`src/rtl/az_sample_controller_pkg.sv`:
```
// az_sample_controller_pkg: shared types and constants for the ADC sample sequencer
package az_sample_controller_pkg;
   typedef enum logic [2:0] {
      S_IDLE   = 3'd0,
      S_SETTLE = 3'd1,
      S_TRIG   = 3'd2,
      S_ARM    = 3'd3,
      S_WAIT   = 3'd4,
      S_DONE   = 3'd5
   } state_t;
   localparam logic PHASE_HI = 1'b0;
   localparam logic PHASE_LO = 1'b1;
   localparam int AZMUX_W_DEFAULT = 4;
   localparam int TIMEOUT_W_DEFAULT = 32;
   localparam logic [7:0] AZMUX_DEFAULT_CODE = 8'h00;
endpackage

```
`src/rtl/az_sample_controller_down_counter.sv`:
```
// az_sample_controller_down_counter: loadable down counter that stops at zero
//   clk, reset        clock, async active-high reset
//   load, load_val    load has priority over en
//   en                decrement while nonzero
//   zero              count is zero
module az_sample_controller_down_counter
   import az_sample_controller_pkg::*;
#(
   parameter int W = 24
) (
   input  logic         clk,
   input  logic         reset,
   input  logic         load,
   input  logic         en,
   input  logic [W-1:0] load_val,
   output logic         zero
);
   logic [W-1:0] cnt;
   always_ff @(posedge clk or posedge reset) begin
      if (reset) cnt <= '0;
      else if (load) cnt <= load_val;
      else if (en && cnt != '0) cnt <= cnt - 1'b1;
   end
   assign zero = cnt == '0;
endmodule

```
`src/rtl/az_sample_controller.sv`:
```
// az_sample_controller: steps azmux HI/LO, triggers the ADC, tags completed conversions
//   run, az_enable                   sequencing control
//   clk_settle_duration, clk_timeout settle delay and valid-wait watchdog
//   azmux_hi_code, azmux_lo_code     mux codes for signal / zero input
//   adc_measure_valid                ADC conversion-done level
//   azmux, adc_measure_trig          mux select, one-cycle ADC start
//   sample_valid/phase/count         completed-conversion tag
//   timeout_err, monitor             sticky watchdog flag, debug view
module az_sample_controller
   import az_sample_controller_pkg::*;
#(
   parameter int AZMUX_W   = AZMUX_W_DEFAULT,
   parameter int TIMEOUT_W = TIMEOUT_W_DEFAULT
) (
   input  logic                 clk,
   input  logic                 reset,
   input  logic                 run,
   input  logic                 az_enable,
   input  logic [23:0]          clk_settle_duration,
   input  logic [TIMEOUT_W-1:0] clk_timeout,
   input  logic [AZMUX_W-1:0]   azmux_hi_code,
   input  logic [AZMUX_W-1:0]   azmux_lo_code,
   input  logic                 adc_measure_valid,
   output logic [AZMUX_W-1:0]   azmux,
   output logic                 adc_measure_trig,
   output logic                 sample_valid,
   output logic                 sample_phase,
   output logic [15:0]          sample_count,
   output logic                 timeout_err,
   output logic [5:0]           monitor
);
   state_t state, next_state;
   logic phase, phase_ld, phase_nx, run_q, timeout_hit, settle_zero, wd_zero;
   logic [TIMEOUT_W-1:0] wd_val;

   az_sample_controller_down_counter #(.W(24)) u_settle (
      .clk(clk), .reset(reset), .load(phase_ld | timeout_hit), .en(state == S_SETTLE),
      .load_val(clk_settle_duration), .zero(settle_zero)
   );

   az_sample_controller_down_counter #(.W(TIMEOUT_W)) u_watchdog (
      .clk(clk), .reset(reset), .load(state == S_TRIG), .en(state == S_WAIT),
      .load_val(wd_val), .zero(wd_zero)
   );

   always_ff @(posedge clk or posedge reset) begin
      if (reset) state <= S_IDLE;
      else state <= next_state;
   end

   // ARM never looks at valid: the ADC may still show the previous conversion's valid there
   always_comb begin
      next_state = state;
      case (state)
         S_IDLE:   next_state = run ? S_SETTLE : S_IDLE;
         S_SETTLE: next_state = settle_zero ? S_TRIG : S_SETTLE;
         S_TRIG:   next_state = S_ARM;
         S_ARM:    next_state = S_WAIT;
         S_WAIT:   next_state = adc_measure_valid ? S_DONE : wd_zero ? S_SETTLE : S_WAIT;
         S_DONE:   next_state = run ? S_SETTLE : S_IDLE;
         default:  next_state = S_IDLE;
      endcase
   end

   // watchdog loads timeout-1 and expires on zero, giving exactly clk_timeout WAIT clocks
   always_comb begin
      timeout_hit = state == S_WAIT && !adc_measure_valid && wd_zero;
      phase_ld    = (state == S_IDLE && run) || state == S_DONE;
      phase_nx    = (state == S_DONE && az_enable) ? ~phase : PHASE_HI;
      wd_val      = clk_timeout == '0 ? '0 : clk_timeout - 1'b1;
   end

   // registered outputs are computed from next_state so they line up with the state itself
   always_ff @(posedge clk or posedge reset) begin
      if (reset) begin
         phase            <= PHASE_HI;
         azmux            <= AZMUX_W'(AZMUX_DEFAULT_CODE);
         run_q            <= 1'b0;
         adc_measure_trig <= 1'b0;
         sample_valid     <= 1'b0;
         sample_phase     <= PHASE_HI;
         sample_count     <= '0;
         timeout_err      <= 1'b0;
         monitor          <= '0;
      end else begin
         run_q            <= run;
         adc_measure_trig <= next_state == S_TRIG;
         sample_valid     <= next_state == S_DONE;
         timeout_err      <= timeout_hit | (timeout_err & ~(run & ~run_q));
         monitor          <= {phase_ld ? phase_nx : phase, adc_measure_valid, next_state == S_TRIG, next_state};
         if (phase_ld) begin
            phase <= phase_nx;
            azmux <= phase_nx == PHASE_LO ? azmux_lo_code : azmux_hi_code;
         end
         if (next_state == S_DONE) begin
            sample_phase <= phase;
            sample_count <= sample_count + 1'b1;
         end
      end
   end
endmodule

```
`config.mk`:
```
export PLATFORM = sky130hd
export DESIGN_NAME = az_sample_controller
export DESIGN_NICKNAME = d
export VERILOG_FILES = /design/src/rtl/az_sample_controller_pkg.sv /design/src/rtl/az_sample_controller_down_counter.sv /design/src/rtl/az_sample_controller.sv
export SDC_FILE = /design/constraint.sdc
export NUM_CORES = 1
export LEC_CHECK = 0
export CORE_AREA = 2 2 101 103
export DETAILED_ROUTE_END_ITERATION = 8
export DIE_AREA = 0 0 103 105
export PLACE_DENSITY = 0.87
export SLEW_MARGIN = 20
export SYNTH_ARGS = -nofsm -noshare
export SYNTH_HDL_FRONTEND = slang
export SYNTH_SLANG_ARGS = --single-unit
```
`constraint.sdc`:
```
create_clock -name clk -period 5.59 [get_ports clk]
set_input_delay 0.559 -clock clk [delete_from_list [all_inputs] [get_ports clk]]
set_output_delay 0.559 -clock clk [all_outputs]
set_load 0.01 [all_outputs]
```
==> metrics, run 1 <==
outcome=complete, no violations; multi-input logic area=3080 um^2; hold crit path type=reg -> reg; Startpoint Class=flop; post-synth cell types=68; GR Layer Usage met1=0.343; row count=36; post-synthesis mux area share=0.0167; CP Max Fanout=38; Post-synth ARST share=1.00; synthesized cell area=5400 um^2; initial DRC count=401; xor and xnor area share after synthesis=0.109; Synth Flop Type=dfrtp_1; DRT Pass-1 Iters=5; Max Transition Viols Final=0; remaining routing DRC violations=0; ANT nets after route=0; Most Used Layer, Global Route=met2; Antenna Cells=0; Final setup violation count=0; Hold Fails Final Rpt=0; Die W=103 um; Crit Path Category=reg -> reg; first-pass GRT wire length=22500 um; Initial Util=0.560; Syn Area/Cell=9.28 um^2; Sequential Area=2150 um^2; total of max-cap violations=0; core box area=9640 um^2; largest net degree at the start of global routing=87; total setup buffers inserted after CTS=0; ranking of synthesized cells by area=dfrtp_1 (40%), xor2_1 (6.0%), xnor2_1 (4.9%), nor4_1 (3.4%), nand2_1 (3.0%); Post-synth EDFFs=0; Final Worst Setup Slack=1940 ps; adder-cell share of the synthesized area=0.0139; Syn Nets=657; via count=4952; worst-skew pair later-pin latency=370 ps; Post-CTS Hold Buffers=0; aggregate routed wire length=13800 um; post-DR vias/cell=6.15; vias in the first global route=4861; Routability Congestion=0.905; fin crit share=0.652; post-synth top area cell=dfrtp_1; worst slew pin tran=975 ps; CTS tree=done; Die Span Y=105 um; Crit. End Element=flop; Port-buffer cells=98; total gr overflow=0; RR Startpoint=u_watchdog.cnt[0]$_DFFE_PP0P_; I/O pin count=99; worst slack, placed=1770 ps; GRT met2 Usage=0.419; TNS Setup=0 ps; wire length per cell=17.2 um; fill count=761; layout cell share with drive strength beyond 1=0.0774; final net count=742; FF+latch count, synth=86; Clock Tree Buf Depth=2; Die ar.=10800 um^2; Hold Crit Start=sample_count[15]$_DFFE_PP0N_; Mapped Cells=582; Leak=2.43 nW; Resize count post-CTS=0; RSZ-0062 raised after global routing=no; H-tree levels=3; Placed Instances=789; met3 usage=0.0435; Yosys Warn Count=0; area grow syn2layout=23.6%; clock buffer count from CTS=9; Sink Count=86; compound-cell area share of the yosys netlist=0.164; arrival time worst endpoint=3910 ps; Util after Layout=0.692; minimum clock period=3650 ps; largest family of logic cells by synthesized area=simple AND/OR/NAND/NOR gates; initial antenna violation count=0; all-layer global routing usage=0.259; Synth Area in Simple Gates=0.266; Commonest cells post-synth=dfrtp_1 (86), nand2_1 (43), nor2_1 (43); clock root buffer=clkbuf_8; Post-Route Skew=15.5 ps; required time of the critical path=5850 ps; CP Launch Point=u_watchdog.cnt[0]$_DFFE_PP0P_; Finished Layout Cells=805; Power Dens Cells=250 nW/um^2; CTS clk-pin slew, worst paths=90 ps; top-count cell post-synth=dfrtp_1; post-synthesis sequential area ratio=0.399; VDD IR-drop max=0.136 mV; Synth top area share=0.399; slew margin rel.=0.350; Max Freq=274 MHz; HPWL Detailed=10100 um
[metal layers]
layer | vias up | share of wire
met5 | - | 0
met2 | 216 | 0.48
met4 | 0 | 0.021
met3 | 27 | 0.065
met1 | 2371 | 0.43
li1 | 2338 | -
[kinds of logic (layout without fill, tap and decap cells)]
logic type	count (synthesis)	after routing
fa+ha+maj	6	6
flops	86	86
mux	8	8
buf+inv	40	130
compound gates	132	132
simple gates	243	243
xor+xnor	67	67
[final timing paths]
kind	end	slack (ps)	cells past startpoint
max	u_settle.cnt[5]$_DFFE_PP0P_	1940	8
min	sample_count[15]$_DFFE_PP0N_	490	1
max reg2reg	u_settle.cnt[5]$_DFFE_PP0P_	1940	8
min reg2reg	sample_count[15]$_DFFE_PP0N_	490	1
max in group asynchronous	monitor[3]$_DFF_PP0_	4340	3
min in group asynchronous	u_settle.cnt[12]$_DFFE_PP0P_	720	3
[stage by stage]
step / hold WS, ps / area, um^2 / total power, mW
floorplan: 456 / 5400 / 1.03
global placement: 464 / 6450 / 1.16
finish: 487 / 6680 / 1.67
CTS: 489 / 6670 / 1.67
global route: 512 / 6680 / 1.76
detailed placement: 479 / 6450 / 1.19
[state kept, by name, indices dropped and copies added (netlist names)]
name,cells
azmux,4
monitor,6
run_q,1
sample_count,16
sample_phase,1
sample_valid,1
timeout_err,1
u_settle.cnt,24
u_watchdog.cnt,32
[cell usage in the layout (no fill, tap or decap), types with 10 or more instances in the layout]
cell type        netlist  final
nor3_1                26     26
nand2_1               43     43
nor4_1                29     29
clkbuf_8               0     10
xnor2_1               30     30
clkdlybuf4s50_1        0     98
dfrtp_1               86     86
nand3_1               17     17
or4_1                 13     13
o22ai_1               15     15
xor2_1                37     37
a21oi_1               22     22
inv_1                 13     12
o21ai_0               32     32
nor2_1                43     42
nand4_1               10     10
[worst max-delay path: stages, from the launching register on]
cell,delay (ps)
dfrtp_1,420
inv_1,70
ha_1,190
or3b_2,530
or4_4,630
nor4_4,330
a21o_1,840
o21ai_0,200
a221o_1,320
[power by group]
group	internal, mW	leakage (nW)	total (mW)	switching [mW]
Clock	0.265	0.104	0.485	0.220
Sequential	0.712	1.05	0.805	0.0927
Combinational	0.188	1.28	0.376	0.188
[area by class of cell]
class,instances,share of cell area
Inverter,13,0.00750
Clock inverter,3,0.0101
Clock buffer,13,0.0223
Timing Repair Buffer,101,0.151
Multi-Input combinational cell,456,0.462
Tap cell,133,0.0249
Sequential cell,86,0.322
Power figures use the tool's default switching activity.
==> run 2: changes to the inputs <==
CORE_AREA = 2 2 104 106   (was 2 2 101 103)
DIE_AREA = 0 0 106 108   (was 0 0 103 105)
PLACE_DENSITY = 0.83   (was 0.87)
clock period = 3.4 ns   (was 5.59 ns; I/O delays follow)
==> metrics, run 2 (synthesis results as in run 1) <==
outcome=complete, no violations; Die W=106 um (+2.9%); ANT nets after route=0 (unchanged); Hold Fails Final Rpt=0 (unchanged); CTS tree=done; area grow syn2layout=25.7%; worst slew pin tran=902 ps (-72.2 ps); met3 wire length=812 um (-10%); cell family with the largest share of critical-path delay=simple AND/OR/NAND/NOR gates; all-layer global routing usage=0.253 (-0.00657); fill count=788 (+3.5%); WL met1=6350 um (+5.9%); DRT Pass-1 Iters=8 (+3); HPWL Detailed=10500 um (+4.2%); post-DR vias/cell=6.15 (about the same); CP Max Fanout=15 (-61%); worst-skew pair later-pin latency=360 ps (about the same); Post-Route Skew=11.5 ps (-3.99 ps); Placed Instances=808 (+2.4%); Largest register FFs=32 (unchanged); clock root buffer=clkbuf_8; initial DRC count=342 (-15%); RSZ-0062 raised after global routing=no; most used cells in the layout excluding fill and tap cells=clkdlybuf4s50_1 (98), dfrtp_1 (86), nand2_1 (43), nor2_1 (43), xor2_1 (37); Finished Layout Cells=823 (+2.2%); remaining routing DRC violations=0 (unchanged); fin crit share=0.924 (+0.271); Crit Path Category=reg -> reg; WHS=392 ps (-94.5 ps); required time of the critical path=3630 ps (-2220 ps); Power Dens Cells=397 nW/um^2 (+59%); largest net degree at the start of global routing=49 (-44%); hold crit path type=in -> async; vias in the first global route=4875 (+0.29%); Reg with most FFs=u_watchdog.cnt; clock buffer count from CTS=9 (unchanged); top layer in use=met4; Antenna Cells=0 (unchanged); H-tree levels=3 (unchanged); aggregate routed wire length=14200 um (+2.7%); layout cell share with drive strength beyond 1=0.100 (+0.0231); Max Transition Viols Final=0 (unchanged); RR Startpoint=u_watchdog.cnt[0]$_DFFE_PP0P_; via count=5059 (+2.2%); row count=37 (+2.8%); CP peak stage delay=620 ps (-220 ps); arrival time worst endpoint=3370 ps (-540 ps); total power=2.69 mW (+62%); Slowest cell on crit path=or4_4; Initial Util=0.528 (-0.0324); Post-CTS Hold Buffers=0 (unchanged); total setup buffers inserted after CTS=0 (unchanged); Crit. End Element=flop; Leak=2.50 nW (+3.2%); slew margin rel.=0.398 (+0.0482); wire length per cell=17.2 um (+0.50%); total gr overflow=0 (unchanged); minimum clock period=3140 ps (-505 ps); worst path cell trace=inv_1, ha_1, or3b_2, or4_4, or3_4, nor3b_4, nor2_4, mux2_4; TNS Setup=0 ps (unchanged); most common cell after layout, fill and taps aside=clkdlybuf4s50_1; total of max-cap violations=0 (unchanged); Die ar.=11400 um^2 (+5.9%); Util after Layout=0.663 (-0.0292); I/O pin count=99 (unchanged); core box area=10200 um^2 (+6.1%); first-pass GRT wire length=23400 um (+4.0%); Die Span Y=108 um (+2.9%); Max Freq=318 MHz (+16%); VDD IR-drop max=0.218 mV (+61%); Final setup violation count=0 (unchanged); Routability Congestion=0.863 (-4.7%); CTS clk-pin slew, worst paths=90 ps (about the same); DR WL met2=6880 um (+3.9%); Startpoint Class=flop; Buf/Inv on CP=1 (unchanged); final net count=758 (+2.2%); initial antenna violation count=0 (unchanged); biggest regs=u_watchdog.cnt (32), u_settle.cnt (24), sample_count (16); Port-buffer cells=98 (unchanged); Clock Tree Buf Depth=2 (unchanged); Sink Count=86 (unchanged); Resize count post-CTS=0 (unchanged); CP Launch Point=u_watchdog.cnt[0]$_DFFE_PP0P_
[run 2: cell count changes in the layout (fill, tap and decap cells not counted), sizes merged]
cell / previous run / this run
buf: 3 / 19
bufinv: 2 / 1
clkbuf: 13 / 10
clkinv: 1 / 4
[run 2: layout make-up]
type	instances	area, um^2	share of cell area
sequential	86	2150	0.317
inverter	13	50.0	0.00737
clock buffer	10	138	0.0203
timing repair buffer	117	1140	0.167
clock inverter	5	60.1	0.00885
tap	136	170	0.0251
multi-input combinational	456	3080	0.454
[run 2: final timing paths]
check	cells after the start	slack, ps	to
min in group clk	1	470	sample_count[15]$_DFFE_PP0N_
max in group asynchronous	3	2320	sample_count[2]$_DFFE_PP0N_
max reg2reg	8	260	sample_count[1]$_DFFE_PP0N_
max	8	260	sample_count[1]$_DFFE_PP0N_
min	2	390	u_settle.cnt[18]$_DFFE_PP0P_
min reg2reg	1	470	sample_count[15]$_DFFE_PP0N_
[run 2: metal layers]
layer,vias to the layer above,global-route usage
met5,-,0
met4,0,0.0677
met3,19,0.0325
met2,207,0.434
met1,2458,0.341
li1,2375,-
[run 2: metrics by stage]
step	setup slack (ps)	area, um^2
finish	260	6790
global route	185	6790
CTS	274	6790
detailed placement	314	6590
global placement	378	6590
floorplan	501	5400
[run 2: report_power, final]
| part | leakage [nW] | total [mW] | switching [mW] | internal [mW] |
|---|---|---|---|---|
| clock network | 0.0983 | 0.732 | 0.375 | 0.357 |
| registers | 1.05 | 1.33 | 0.158 | 1.17 |
| logic | 1.36 | 0.634 | 0.316 | 0.318 |
